<file path="src/rtl/seq_magnitude_comparator_if.sv">
// Operand/result handshake bundle for seq_magnitude_comparator.
// master drives operands and accepts results; slave is the comparator.
interface seq_magnitude_comparator_if #(
  parameter int WIDTH = 16
);
  logic             in_valid;
  logic             in_ready;
  logic [WIDTH-1:0] a;
  logic [WIDTH-1:0] b;
  logic             is_signed;
  logic             out_valid;
  logic             out_ready;
  logic             eq;
  logic             lt;
  logic             gt;

  modport master (
    output in_valid,
    input  in_ready,
    output a,
    output b,
    output is_signed,
    input  out_valid,
    output out_ready,
    input  eq,
    input  lt,
    input  gt
  );

  modport slave (
    input  in_valid,
    output in_ready,
    input  a,
    input  b,
    input  is_signed,
    output out_valid,
    input  out_ready,
    output eq,
    output lt,
    output gt
  );
endinterface

</file>
<file path="src/rtl/seq_magnitude_comparator.sv">
// Chunk-serial eq/lt/gt comparator, MSB chunk first, signed-capable.
// SEQ_CMP_EARLY_EXIT_EN: finish right after the first differing chunk.
module seq_magnitude_comparator #(
  parameter int WIDTH = 16,
  parameter int CHUNK = 4
) (
  input logic                      clk,
  input logic                      rst,
  seq_magnitude_comparator_if.slave bus
);

  localparam int NCHUNK = WIDTH / CHUNK;
  localparam int IW = (NCHUNK > 1) ? $clog2(NCHUNK) : 1;
  localparam logic [IW-1:0] TOP = IW'(NCHUNK - 1);

  typedef enum logic [1:0] {
    IDLE,
    CMP,
    DONE
  } state_t;

  state_t state;
  state_t state_nx;

  logic [WIDTH-1:0] a_q;
  logic [WIDTH-1:0] b_q;
  logic             sgn_q;
  logic [IW-1:0]    idx;
  logic             decided;
  logic             dlt;
  logic             dgt;

  logic             ov_q;
  logic             eq_q;
  logic             lt_q;
  logic             gt_q;

  logic [CHUNK-1:0] ca;
  logic [CHUNK-1:0] cb;
  logic             c_lt;
  logic             c_gt;
  logic             fin_lt;
  logic             fin_gt;
  logic             last;
  logic             cmp_end;

  assign bus.in_ready  = (state == IDLE);
  assign bus.out_valid = ov_q;
  assign bus.eq        = eq_q;
  assign bus.lt        = lt_q;
  assign bus.gt        = gt_q;

  // Flipping both MSBs of the top chunk maps two's complement onto unsigned order.
  always_comb begin
    ca = a_q[idx*CHUNK +: CHUNK];
    cb = b_q[idx*CHUNK +: CHUNK];
    if (sgn_q && (idx == TOP)) begin
      ca[CHUNK-1] = ~ca[CHUNK-1];
      cb[CHUNK-1] = ~cb[CHUNK-1];
    end
    c_lt   = (ca < cb);
    c_gt   = (ca > cb);
    fin_lt = decided ? dlt : c_lt;
    fin_gt = decided ? dgt : c_gt;
    last   = (idx == '0);
  end

`ifdef SEQ_CMP_EARLY_EXIT_EN
  assign cmp_end = last || c_lt || c_gt;
`else
  assign cmp_end = last;
`endif

  always_ff @(posedge clk) begin
    if (rst) begin
      state <= IDLE;
    end else begin
      state <= state_nx;
    end
  end

  always_comb begin
    state_nx = state;
    unique case (1'b1)
      (state == IDLE): begin
        if (bus.in_valid) begin
          state_nx = CMP;
        end
      end
      (state == CMP): begin
        if (cmp_end) begin
          state_nx = DONE;
        end
      end
      (state == DONE): begin
        if (bus.out_ready) begin
          state_nx = IDLE;
        end
      end
      default: begin
        state_nx = IDLE;
      end
    endcase
  end

  always_ff @(posedge clk) begin
    if (rst) begin
      a_q     <= '0;
      b_q     <= '0;
      sgn_q   <= 1'b0;
      idx     <= TOP;
      decided <= 1'b0;
      dlt     <= 1'b0;
      dgt     <= 1'b0;
      ov_q    <= 1'b0;
      eq_q    <= 1'b0;
      lt_q    <= 1'b0;
      gt_q    <= 1'b0;
    end else begin
      unique case (1'b1)
        (state == IDLE): begin
          if (bus.in_valid) begin
            a_q     <= bus.a;
            b_q     <= bus.b;
            sgn_q   <= bus.is_signed;
            idx     <= TOP;
            decided <= 1'b0;
            dlt     <= 1'b0;
            dgt     <= 1'b0;
          end
        end
        (state == CMP): begin
          if (!decided && (c_lt || c_gt)) begin
            decided <= 1'b1;
            dlt     <= c_lt;
            dgt     <= c_gt;
          end
          if (!last) begin
            idx <= idx - 1'b1;
          end
          if (cmp_end) begin
            ov_q <= 1'b1;
            lt_q <= fin_lt;
            gt_q <= fin_gt;
            eq_q <= ~(fin_lt | fin_gt);
          end
        end
        (state == DONE): begin
          if (bus.out_ready) begin
            ov_q <= 1'b0;
            eq_q <= 1'b0;
            lt_q <= 1'b0;
            gt_q <= 1'b0;
          end
        end
        default: begin
          ov_q <= 1'b0;
        end
      endcase
    end
  end

endmodule

</file>
<file path="src/flat_wrapper.sv">
// flat-port wrapper written by rule: the top's interface ports become plain ports
module seq_magnitude_comparator_flat 
#(
  parameter int WIDTH = 16,
  parameter int CHUNK = 4
)
  (clk, rst, bus_in_valid, bus_in_ready, bus_a, bus_b, bus_is_signed, bus_out_valid, bus_out_ready, bus_eq, bus_lt, bus_gt);
  seq_magnitude_comparator_if #(.WIDTH(WIDTH)) bus_i ();
  input logic clk;
  input logic rst;
  input wire logic [$bits(bus_i.in_valid)-1:0] bus_in_valid;
  output wire logic [$bits(bus_i.in_ready)-1:0] bus_in_ready;
  input wire logic [$bits(bus_i.a)-1:0] bus_a;
  input wire logic [$bits(bus_i.b)-1:0] bus_b;
  input wire logic [$bits(bus_i.is_signed)-1:0] bus_is_signed;
  output wire logic [$bits(bus_i.out_valid)-1:0] bus_out_valid;
  input wire logic [$bits(bus_i.out_ready)-1:0] bus_out_ready;
  output wire logic [$bits(bus_i.eq)-1:0] bus_eq;
  output wire logic [$bits(bus_i.lt)-1:0] bus_lt;
  output wire logic [$bits(bus_i.gt)-1:0] bus_gt;
  assign bus_i.in_valid = bus_in_valid;
  assign bus_in_ready = bus_i.in_ready;
  assign bus_i.a = bus_a;
  assign bus_i.b = bus_b;
  assign bus_i.is_signed = bus_is_signed;
  assign bus_out_valid = bus_i.out_valid;
  assign bus_i.out_ready = bus_out_ready;
  assign bus_eq = bus_i.eq;
  assign bus_lt = bus_i.lt;
  assign bus_gt = bus_i.gt;
  seq_magnitude_comparator #(.WIDTH(WIDTH), .CHUNK(CHUNK)) u_core (.clk(clk), .rst(rst), .bus(bus_i));
endmodule
</file>
<file path="config.mk">
export PLATFORM = sky130hd
export DESIGN_NAME = seq_magnitude_comparator_flat
export DESIGN_NICKNAME = d
export VERILOG_FILES = /design/src/rtl/seq_magnitude_comparator_if.sv /design/src/rtl/seq_magnitude_comparator.sv /design/src/flat_wrapper.sv
export SDC_FILE = /design/constraint.sdc
export NUM_CORES = 1
export LEC_CHECK = 0
export ABC_CLOCK_PERIOD_IN_PS = 2900
export CAP_MARGIN = 15
export CORE_UTILIZATION = 40
export CTS_CLUSTER_SIZE = 16
export DETAILED_ROUTE_END_ITERATION = 8
export MAX_ROUTING_LAYER = met4
export PLACE_DENSITY = 0.62
export SETUP_SLACK_MARGIN = 0.02
export SLEW_MARGIN = 10
export SYNTH_ARGS = -nofsm -noshare
export SYNTH_HDL_FRONTEND = slang
export SYNTH_SLANG_ARGS = --single-unit
</file>
<file path="constraint.sdc">
create_clock -name clk -period 2.9 [get_ports clk]
set_clock_uncertainty 0.15 [all_clocks]
set_input_delay 0.435 -clock clk [delete_from_list [all_inputs] [get_ports clk]]
set_output_delay 0.435 -clock clk [all_outputs]
set_load 0.05 [all_outputs]
</file>
==> results of run 1 <==
-- worst register-to-register path, delay by kind of cell, from the launching register on --
kind,cells,cell delay (ns)
compound gates,2,0.56
mux,1,0.50
flops,1,0.44
simple gates,2,0.31
buf+inv,2,0.29
fa+ha+maj,1,0.23
-- cell type report --
type                    instances  area, um2
clock buffers                   7       86.3
fillers                       468       2260
clock inverters                 1       7.51
multi-input cells             171       1050
flip-flops and latches         44        881
repair buffers                 46        448
inverters                      10       37.5
well taps                      67       83.8
-- through the flow --
stage,std cells,power (mW),hold slack [ns],utilization
2_1_floorplan,239,0.836,0.283,-
3_3_place_gp,338,0.914,0.293,0.515
3_5_place_dp,338,0.917,0.300,0.515
4_1_cts,346,1.31,0.310,0.535
5_1_grt,346,1.37,0.332,0.535
6_report,346,1.30,0.306,0.535
-- per-layer routing --
metal / routed length (um) / vias up
li1: - / 891
met1: 2110 / 786
met2: 1960 / 36
met3: 165 / 7
met4: 68 / 0
met5: 0 / -
-- state kept, by name (all words and copies together) (netlist names), 2 cells and up --
| signal | flops |
|---|---|
| u_core.state | 2 |
| u_core.a_q | 16 |
| u_core.b_q | 16 |
| u_core.idx | 2 |
-- placed cells by master, fill, tap and decap left out, drive strengths merged, types with 4 or more instances in the layout --
master and count:
inv 10, nor2 5, a21oi 41, buf 5
ha 6, dfxtp 44, o21ai 4, clkbuf 7
nand2 76, mux4 8, clkdlybuf4s50 41
-- kinds of logic (layout without fill, tap and decap cells) --
family / Yosys count / in the layout
adder cells (fa/ha/maj): 6 / 6
AND/OR/NAND/NOR: 96 / 96
multiplexers: 9 / 9
XOR/XNOR: 2 / 2
AO/OA/AOI/OAI: 58 / 58
buffers and inverters: 24 / 64
flip-flops: 44 / 44
-- power by group --
| group | leakage, nW | switching (mW) | internal [mW] |
|---|---|---|---|
| registers | 0.360 | 0.0272 | 0.638 |
| logic | 0.584 | 0.113 | 0.122 |
| clock network | 0.0445 | 0.203 | 0.194 |
| total | 0.989 | 0.343 | 0.954 |
-- how the worst min path moves through the flow --
stage / from / endpoint / slack, ns
final: u_core.a_q[11]$_SDFFE_PP0P_ / u_core.a_q[11]$_SDFFE_PP0P_ / 0.31
after global routing: u_core.a_q[11]$_SDFFE_PP0P_ / u_core.a_q[11]$_SDFFE_PP0P_ / 0.33
after CTS: u_core.a_q[13]$_SDFFE_PP0P_ / u_core.a_q[13]$_SDFFE_PP0P_ / 0.31
after detailed placement: u_core.b_q[3]$_SDFFE_PP0P_ / u_core.b_q[3]$_SDFFE_PP0P_ / 0.30
after global placement: u_core.bus.out_valid$_SDFFE_PP0P_ / u_core.bus.out_valid$_SDFFE_PP0P_ / 0.29
after floorplan: u_core.a_q[4]$_SDFFE_PP0P_ / u_core.a_q[4]$_SDFFE_PP0P_ / 0.28
==> metrics, run 1 <==
status completed; pwr/cell area around 500 mW/mm2; GPL Wtd Cong 0.783; Synth Warn # 0; crit end category register; antenna cells 0; CTS H-tree lvls 2; Setup crit start kind register; CP Depth 8; kind of critical path reg2reg; Starting Density 0.428; Hold Fails Final Rpt 0; worst setup margin around 0.32 ns; Max-Slew Margin vs Limit 0.570; CP max stage cell mux4_2; CTS clock-pin slew for the worst setup and hold paths 0.08 ns; Tmin final 2.58 ns; final period utilization 0.891; Max Clk Rate between 300 and 400 MHz; register bit total from synthesis 44; Starting DRT DRC Count 103; CP required 2.94 ns; die height 74.0 um; met2 Track Usage GR 0.258; Synth area leaders dfxtp_1, nand2_1, a21oi_1; Max-Cap Viols 0; Tightest Pin Transition 0.643 ns; Die Span X ~74 um; Post-synth EDFFs 0; CTS Hold Bufs 0; VDD IR max roughly 0.33 mV; worst slack, placed roughly 0.31 ns; post-route setup TNS 0 ns; Area Overhead vs Synth 24.9%; sequential fraction of the synthesis area 0.424; vias in the first global route 1547; Cells after Synth 239; Hold Path Depth 2; top post-synthesis cells by count nand2_1, dfxtp_1, a21oi_1, inv_1, mux4_2; Top delay family on crit path compound AO/OA/AOI/OAI gates; Via density 4.97; global-route wire length before repair 7.15 mm; Antenna Violating Nets Remaining 0; final instance area between 0.002 and 0.003 mm2; via count 1720; boundary pin count 42; Final #Nets 321; Leak around 1 nW; WP data arrival approximately 2.6 ns; Row Count 25; final wirelength 4.31 mm; Post-Synth XOR/XNOR Area 0.00844; core area 0.00485 mm2; Buffers on Ports 41; Cell Area, Synth 0.00208 mm2; worst-path cell chain buf_4 > mux4_2 > inv_1 > ha_1 > nor2b_1 > o31ai_1 > nand2_1 > a32o_1; initial antenna violation count 0; CP max stage delay about 0.50 ns; largest family of logic cells by synthesized area simple AND/OR/NAND/NOR gates; post_cts resized 0; maximum clock path buffer count 2; GR Util met1 0.241; mux cell area share after synthesis 0.0916; die area between 0.005 and 0.006 mm2; crit-path max FO 7; crit path from u_core.idx[0]$_SDFFE_PP1P_; asr flop ratio synth 0; Setup Fix Bufs, Post-CTS 0; Sink Count 44; gr usage total 0.180; adder-cell area share of the yosys netlist 0.0362; CP bufs+invs 2; RSZ-0062 raised after global routing no; HPWL Detailed approximately 3.1 mm; share of cells above drive strength 1 0.0932; Pins Over Slew Limit 0; Synth top area share 0.424; RR Startpoint u_core.idx[0]$_SDFFE_PP1P_; Synth Area in Compound Gates 0.164; Avg Cell Area, Syn 8.69 um2; wire per inst 12.4 um; setup violators final 0; CTS Buf Count 5; met3 usage 0.0447; worst r2r dst u_core.bus.eq$_SDFFE_PP0P_; Worst R2R Path Depth 8; Post-DP Area 0.00250 mm2; Yosys cell types 40; HP Class reg2reg; Syn Nets 282; grt peak-use layer met2; top-count cell post-synth nand2_1; CTS tree done; Remaining Overflow, GRT 0; Post-Synth Simple-Gate Area 0.205; Reg2Reg Setup Slack 0.32 ns; critical path endpoint u_core.bus.eq$_SDFFE_PP0P_; cell taking the most area after synthesis dfxtp_1; Clk Tree Root Cell clkbuf_8; largest net degree at the start of global routing 36; DRC violations left 0; clk_lat worst skew 0.30 ns; Top FF cell, synth dfxtp_1; DRT Pass-1 Iters 4
Note: power is estimated with default switching activity, not from simulation.
==> run 2: changes to the inputs <==
- CORE_MARGIN: default -> 3
- CTS_BUF_LIST: default -> sky130_fd_sc_hd__clkbuf_2 sky130_fd_sc_hd__clkbuf_4 sky130_fd_sc_hd__clkbuf_8
==> metrics, run 2 (synthesis gave the netlist of run 1 again) <==
Tmin final 2.65 ns; worst-path cell chain mux4_2 > xor2_1 > ha_1 > a2111oi_2 > o21ai_1 > a41o_1; CP required 2.94 ns; Top delay family on crit path compound AO/OA/AOI/OAI gates; CTS H-tree lvls 2; clk_lat worst skew 0.29 ns; Top Registers u_core.a_q (16), u_core.b_q (16); Max-Cap Viols 0; core area 0.00488 mm2; post-route setup TNS 0 ns; share of cells above drive strength 1 0.0968; Tot Pwr approximately 1.4 mW; GPL Wtd Cong 0.797; WP data arrival between 2 and 3 ns; Max-Slew Margin vs Limit 0.566; die height 78.0 um; Hold Path Depth 2; setup violators final 0; Antenna Violating Nets Remaining 0; HP Class reg2reg; antenna cells 0; Sink Count 44; CP max stage cell mux4_2; Final #Nets 321; CTS Hold Bufs 0; Area Overhead vs Synth 26.2%; RSZ-0062 raised after global routing no; Core Util, Final 0.537; Clk Tree Root Cell clkbuf_8; worst slack, placed 0.244 ns; DRC violations left 0; final wirelength 4.33 mm; Post-DP Area 0.00250 mm2; largest net degree at the start of global routing 36; maximum clock path buffer count 2; Starting DRT DRC Count 88; Row Count 25; Remaining Overflow, GRT 0; CP Depth 6; die area 0.00609 mm2; VDD IR max 0.355 mV; via count 1719; worst setup margin 0.250 ns; CP max stage delay 0.57 ns; Worst R2R Path Depth 6; gr usage total 0.156; Via density 4.97; crit end category register; Buffers on Ports between 40 and 50; CTS tree done; crit-path max FO 8; kind of critical path reg2reg; commonest non-fill, non-tap cell in the layout nand2_1; CTS clock-pin slew for the worst setup and hold paths 0.08 ns; DRT Pass-1 Iters 4; Tightest Pin Transition between 0.6 and 0.7 ns; vias in the first global route about 1600; final period utilization 0.914; boundary pin count 42; Pins Over Slew Limit 0; Die Span X around 78 um; CP bufs+invs 0; Max Clk Rate 377 MHz; wire per inst 12.5 um; Leak 1.01 nW; Setup crit start kind register; initial antenna violation count 0; Starting Density 0.425; CTS Buf Count 5; most frequent cells in the layout nand2_1, dfxtp_1, a21oi_1, clkdlybuf4s50_1, inv_1; post_cts resized 0; Setup Fix Bufs, Post-CTS 0; status completed; final instance area about 0.0026 mm2; pwr/cell area between 500 and 600 mW/mm2; HPWL Detailed roughly 3.2 mm; Hold Fails Final Rpt 0; global-route wire length before repair 7.31 mm
[run 2: cell types whose count changed in the layout (fill, tap and decap cells not counted)]
| cell | before | now |
|---|---|---|
| clkinv_4 | 0 | 1 |
| clkbuf_1 | 1 | 0 |
| bufinv_16 | 0 | 1 |
| clkinvlp_4 | 1 | 0 |
[run 2: power by group]
part	switching, mW	internal [mW]	leakage [nW]
Sequential	0.0278	0.638	0.360
Clock	0.205	0.282	0.0614
Combinational	0.114	0.122	0.584
Total	0.346	1.04	1.01
[run 2: path summary, 6_finish.rpt]
check,from,endpoint,slack (ns)
worst max-delay path,u_core.idx[0]$_SDFFE_PP1P_,u_core.dgt$_SDFFE_PP0P_,0.25
worst min-delay path,u_core.bus.out_valid$_SDFFE_PP0P_,u_core.bus.out_valid$_SDFFE_PP0P_,0.30
worst max register to register,u_core.idx[0]$_SDFFE_PP1P_,u_core.dgt$_SDFFE_PP0P_,0.25
worst min register to register,u_core.bus.out_valid$_SDFFE_PP0P_,u_core.bus.out_valid$_SDFFE_PP0P_,0.30
[run 2: metal layers]
metal	up-vias	wire, um	global-route usage
li1	891	-	-
met1	778	2050	0.200
met2	46	2030	0.235
met3	4	212	0.0470
met4	0	42	0.0559
met5	-	0	-
[run 2: cell type report]
class	instances	area, um2
fill	498	2260
clock inverter	2	38.8
clock buffer	6	82.6
timing repair buffer	46	448
tap	67	83.8
sequential	44	881
multi-input combinational	171	1050
inverter	10	37.5
[run 2: stage by stage]
stage / instances / hold slack, ns
4_1_cts: 346 / 0.306
3_5_place_dp: 338 / 0.295
2_1_floorplan: 239 / 0.283
5_1_grt: 346 / 0.323
3_3_place_gp: 338 / 0.294
6_report: 346 / 0.303
[run 2: tightest hold or removal path: cells and delay by family, from the launching register on]
kind               cells  cell delay (ns)
DFF                    1             0.31
and+or+nand+nor        1             0.05
AOI/OAI and AO/OA      1             0.05
==> run 3: changes to the inputs <==
- CORE_MARGIN: 3 -> default
==> metrics, run 3 (synthesis gave the netlist of run 1 again) <==
status completed; commonest non-fill, non-tap cell in the layout nand2_1; combinational share of power 0.180; worst-path cell chain buf_4 > mux4_2 > inv_1 > ha_1 > nor2b_1 > o31ai_1 > nand2_1 > a32o_1; clk_lat worst skew 0.30 ns; VDD IR max 0.331 mV; Pins Over Slew Limit 0; Clk Tree Root Cell clkbuf_8; largest net degree at the start of global routing 36; CTS Buf Count 5; kind of critical path reg2reg; final wirelength 4.31 mm; Leak 0.993 nW; RSZ-0062 raised after global routing no; worst setup margin roughly 0.32 ns; Via density slightly below 5; hold path startpoint u_core.a_q[11]$_SDFFE_PP0P_; Setup crit start kind register; clock share of power 0.310; Buffers on Ports 41; core area 0.00485 mm2; worst slack, placed 0.311 ns; post-route setup TNS 0 ns; Starting DRT DRC Count 103; Top Registers u_core.a_q (16), u_core.b_q (16); initial antenna violation count 0; CP max stage cell mux4_2; sequential share of power 0.510; CP required 2.94 ns; pwr/cell area roughly 500 mW/mm2; Row Count 25; Die Span X 74.0 um; CP max stage delay roughly 0.5 ns; Worst Hold Slack just over 0.3 ns; crit end category register; GPL Wtd Cong 0.783; CTS H-tree lvls 2; CTS clock-pin slew for the worst setup and hold paths 0.08 ns; most frequent cells in the layout nand2_1, dfxtp_1, a21oi_1, clkdlybuf4s50_1, inv_1; Tot Pwr approximately 1.3 mW; Reg2Reg Setup Slack 0.32 ns; Post-DP Area 0.00250 mm2; Antenna Violating Nets Remaining 0; die area 0.00548 mm2; post_cts resized 0; Hold EP u_core.a_q[11]$_SDFFE_PP0P_; via count 1720; Max-Cap Viols 0; Starting Density 0.428; Worst R2R Path Depth 8; P_int approximately 960 uW; die height 74.0 um; final period utilization 0.891; DRC violations left 0; Core Util, Final 0.535; CTS Hold Bufs 0; HP Class reg2reg; Net Switching 343 uW; Tightest Pin Transition 0.643 ns; Post-Layout Cell Count approximately 350; setup violators final 0; Final #Nets ~320; wire per inst about 12 um; gr usage total 0.180; vias in the first global route 1547; Remaining Overflow, GRT 0; Placed Cells 338; boundary pin count 42; crit-path max FO 7; Area Overhead vs Synth 25.1%; RR Startpoint u_core.idx[0]$_SDFFE_PP1P_; maximum clock path buffer count 2; Max-Slew Margin vs Limit 0.570; antenna cells 0; HPWL Detailed 3.11 mm; Max Clk Rate 387 MHz; switch share 0.262; Sink Count 44; Setup Fix Bufs, Post-CTS 0; WP data arrival around 2.6 ns; DRT Pass-1 Iters 4; CTS tree done; Tmin final 2.58 ns; global-route wire length before repair 7.15 mm; Hold Path Depth 2; final instance area 0.00260 mm2; Hold Fails Final Rpt 0; share of cells above drive strength 1 0.0968; worst r2r dst u_core.bus.eq$_SDFFE_PP0P_
## run 3: cell types whose count changed in the layout (fill, tap and decap cells not counted)
cell	delta
bufinv_16	-1
clkbuf_4	+1
clkinv_4	-1
clkinvlp_4	+1
## run 3: worst max-delay path by stage
stage	startpoint	end	slack, ns
after global routing	u_core.idx[0]$_SDFFE_PP1P_	u_core.bus.eq$_SDFFE_PP0P_	0.15
after global placement	u_core.idx[0]$_SDFFE_PP1P_	u_core.bus.eq$_SDFFE_PP0P_	0.35
after detailed placement	u_core.idx[1]$_SDFFE_PP1P_	u_core.dgt$_SDFFE_PP0P_	0.31
final	u_core.idx[0]$_SDFFE_PP1P_	u_core.bus.eq$_SDFFE_PP0P_	0.32
after floorplan	u_core.idx[0]$_SDFFE_PP1P_	u_core.dgt$_SDFFE_PP0P_	0.43
after CTS	u_core.idx[1]$_SDFFE_PP1P_	u_core.dgt$_SDFFE_PP0P_	0.30
## run 3: layer usage
layer	GRT usage	part of all wire	up-vias
met5	-	0	-
met4	0.0769	0.016	0
met3	0.0447	0.038	7
met2	0.258	0.46	36
met1	0.241	0.49	786
li1	-	-	891
## run 3: critical path, delay by kind of cell (launching register included)
kind | cells | cell delay, ns
flip-flops | 1 | 0.44
AO/OA/AOI/OAI | 2 | 0.56
multiplexers | 1 | 0.50
buffers and inverters | 2 | 0.29
adder cells (fa/ha/maj) | 1 | 0.23
AND/OR/NAND/NOR | 2 | 0.31
## run 3: cell type report
cell class                      count  area [um2]
Timing Repair Buffer               46         448
Inverter                           10        37.5
Sequential cell                    44         881
Multi-Input combinational cell    171        1050
Fill cell                         468        2250
Tap cell                           67        83.8
Clock buffer                        7        90.1
Clock inverter                      1        7.51
## run 3: power by group through the flow
stage	logic [mW]	registers, mW	clock network, mW
2_1_floorplan	0.168	0.668	0
3_3_place_gp	0.233	0.681	0
3_5_place_dp	0.238	0.680	0
4_1_cts	0.238	0.666	0.416
5_1_grt	0.266	0.670	0.441
6_report	0.235	0.666	0.405
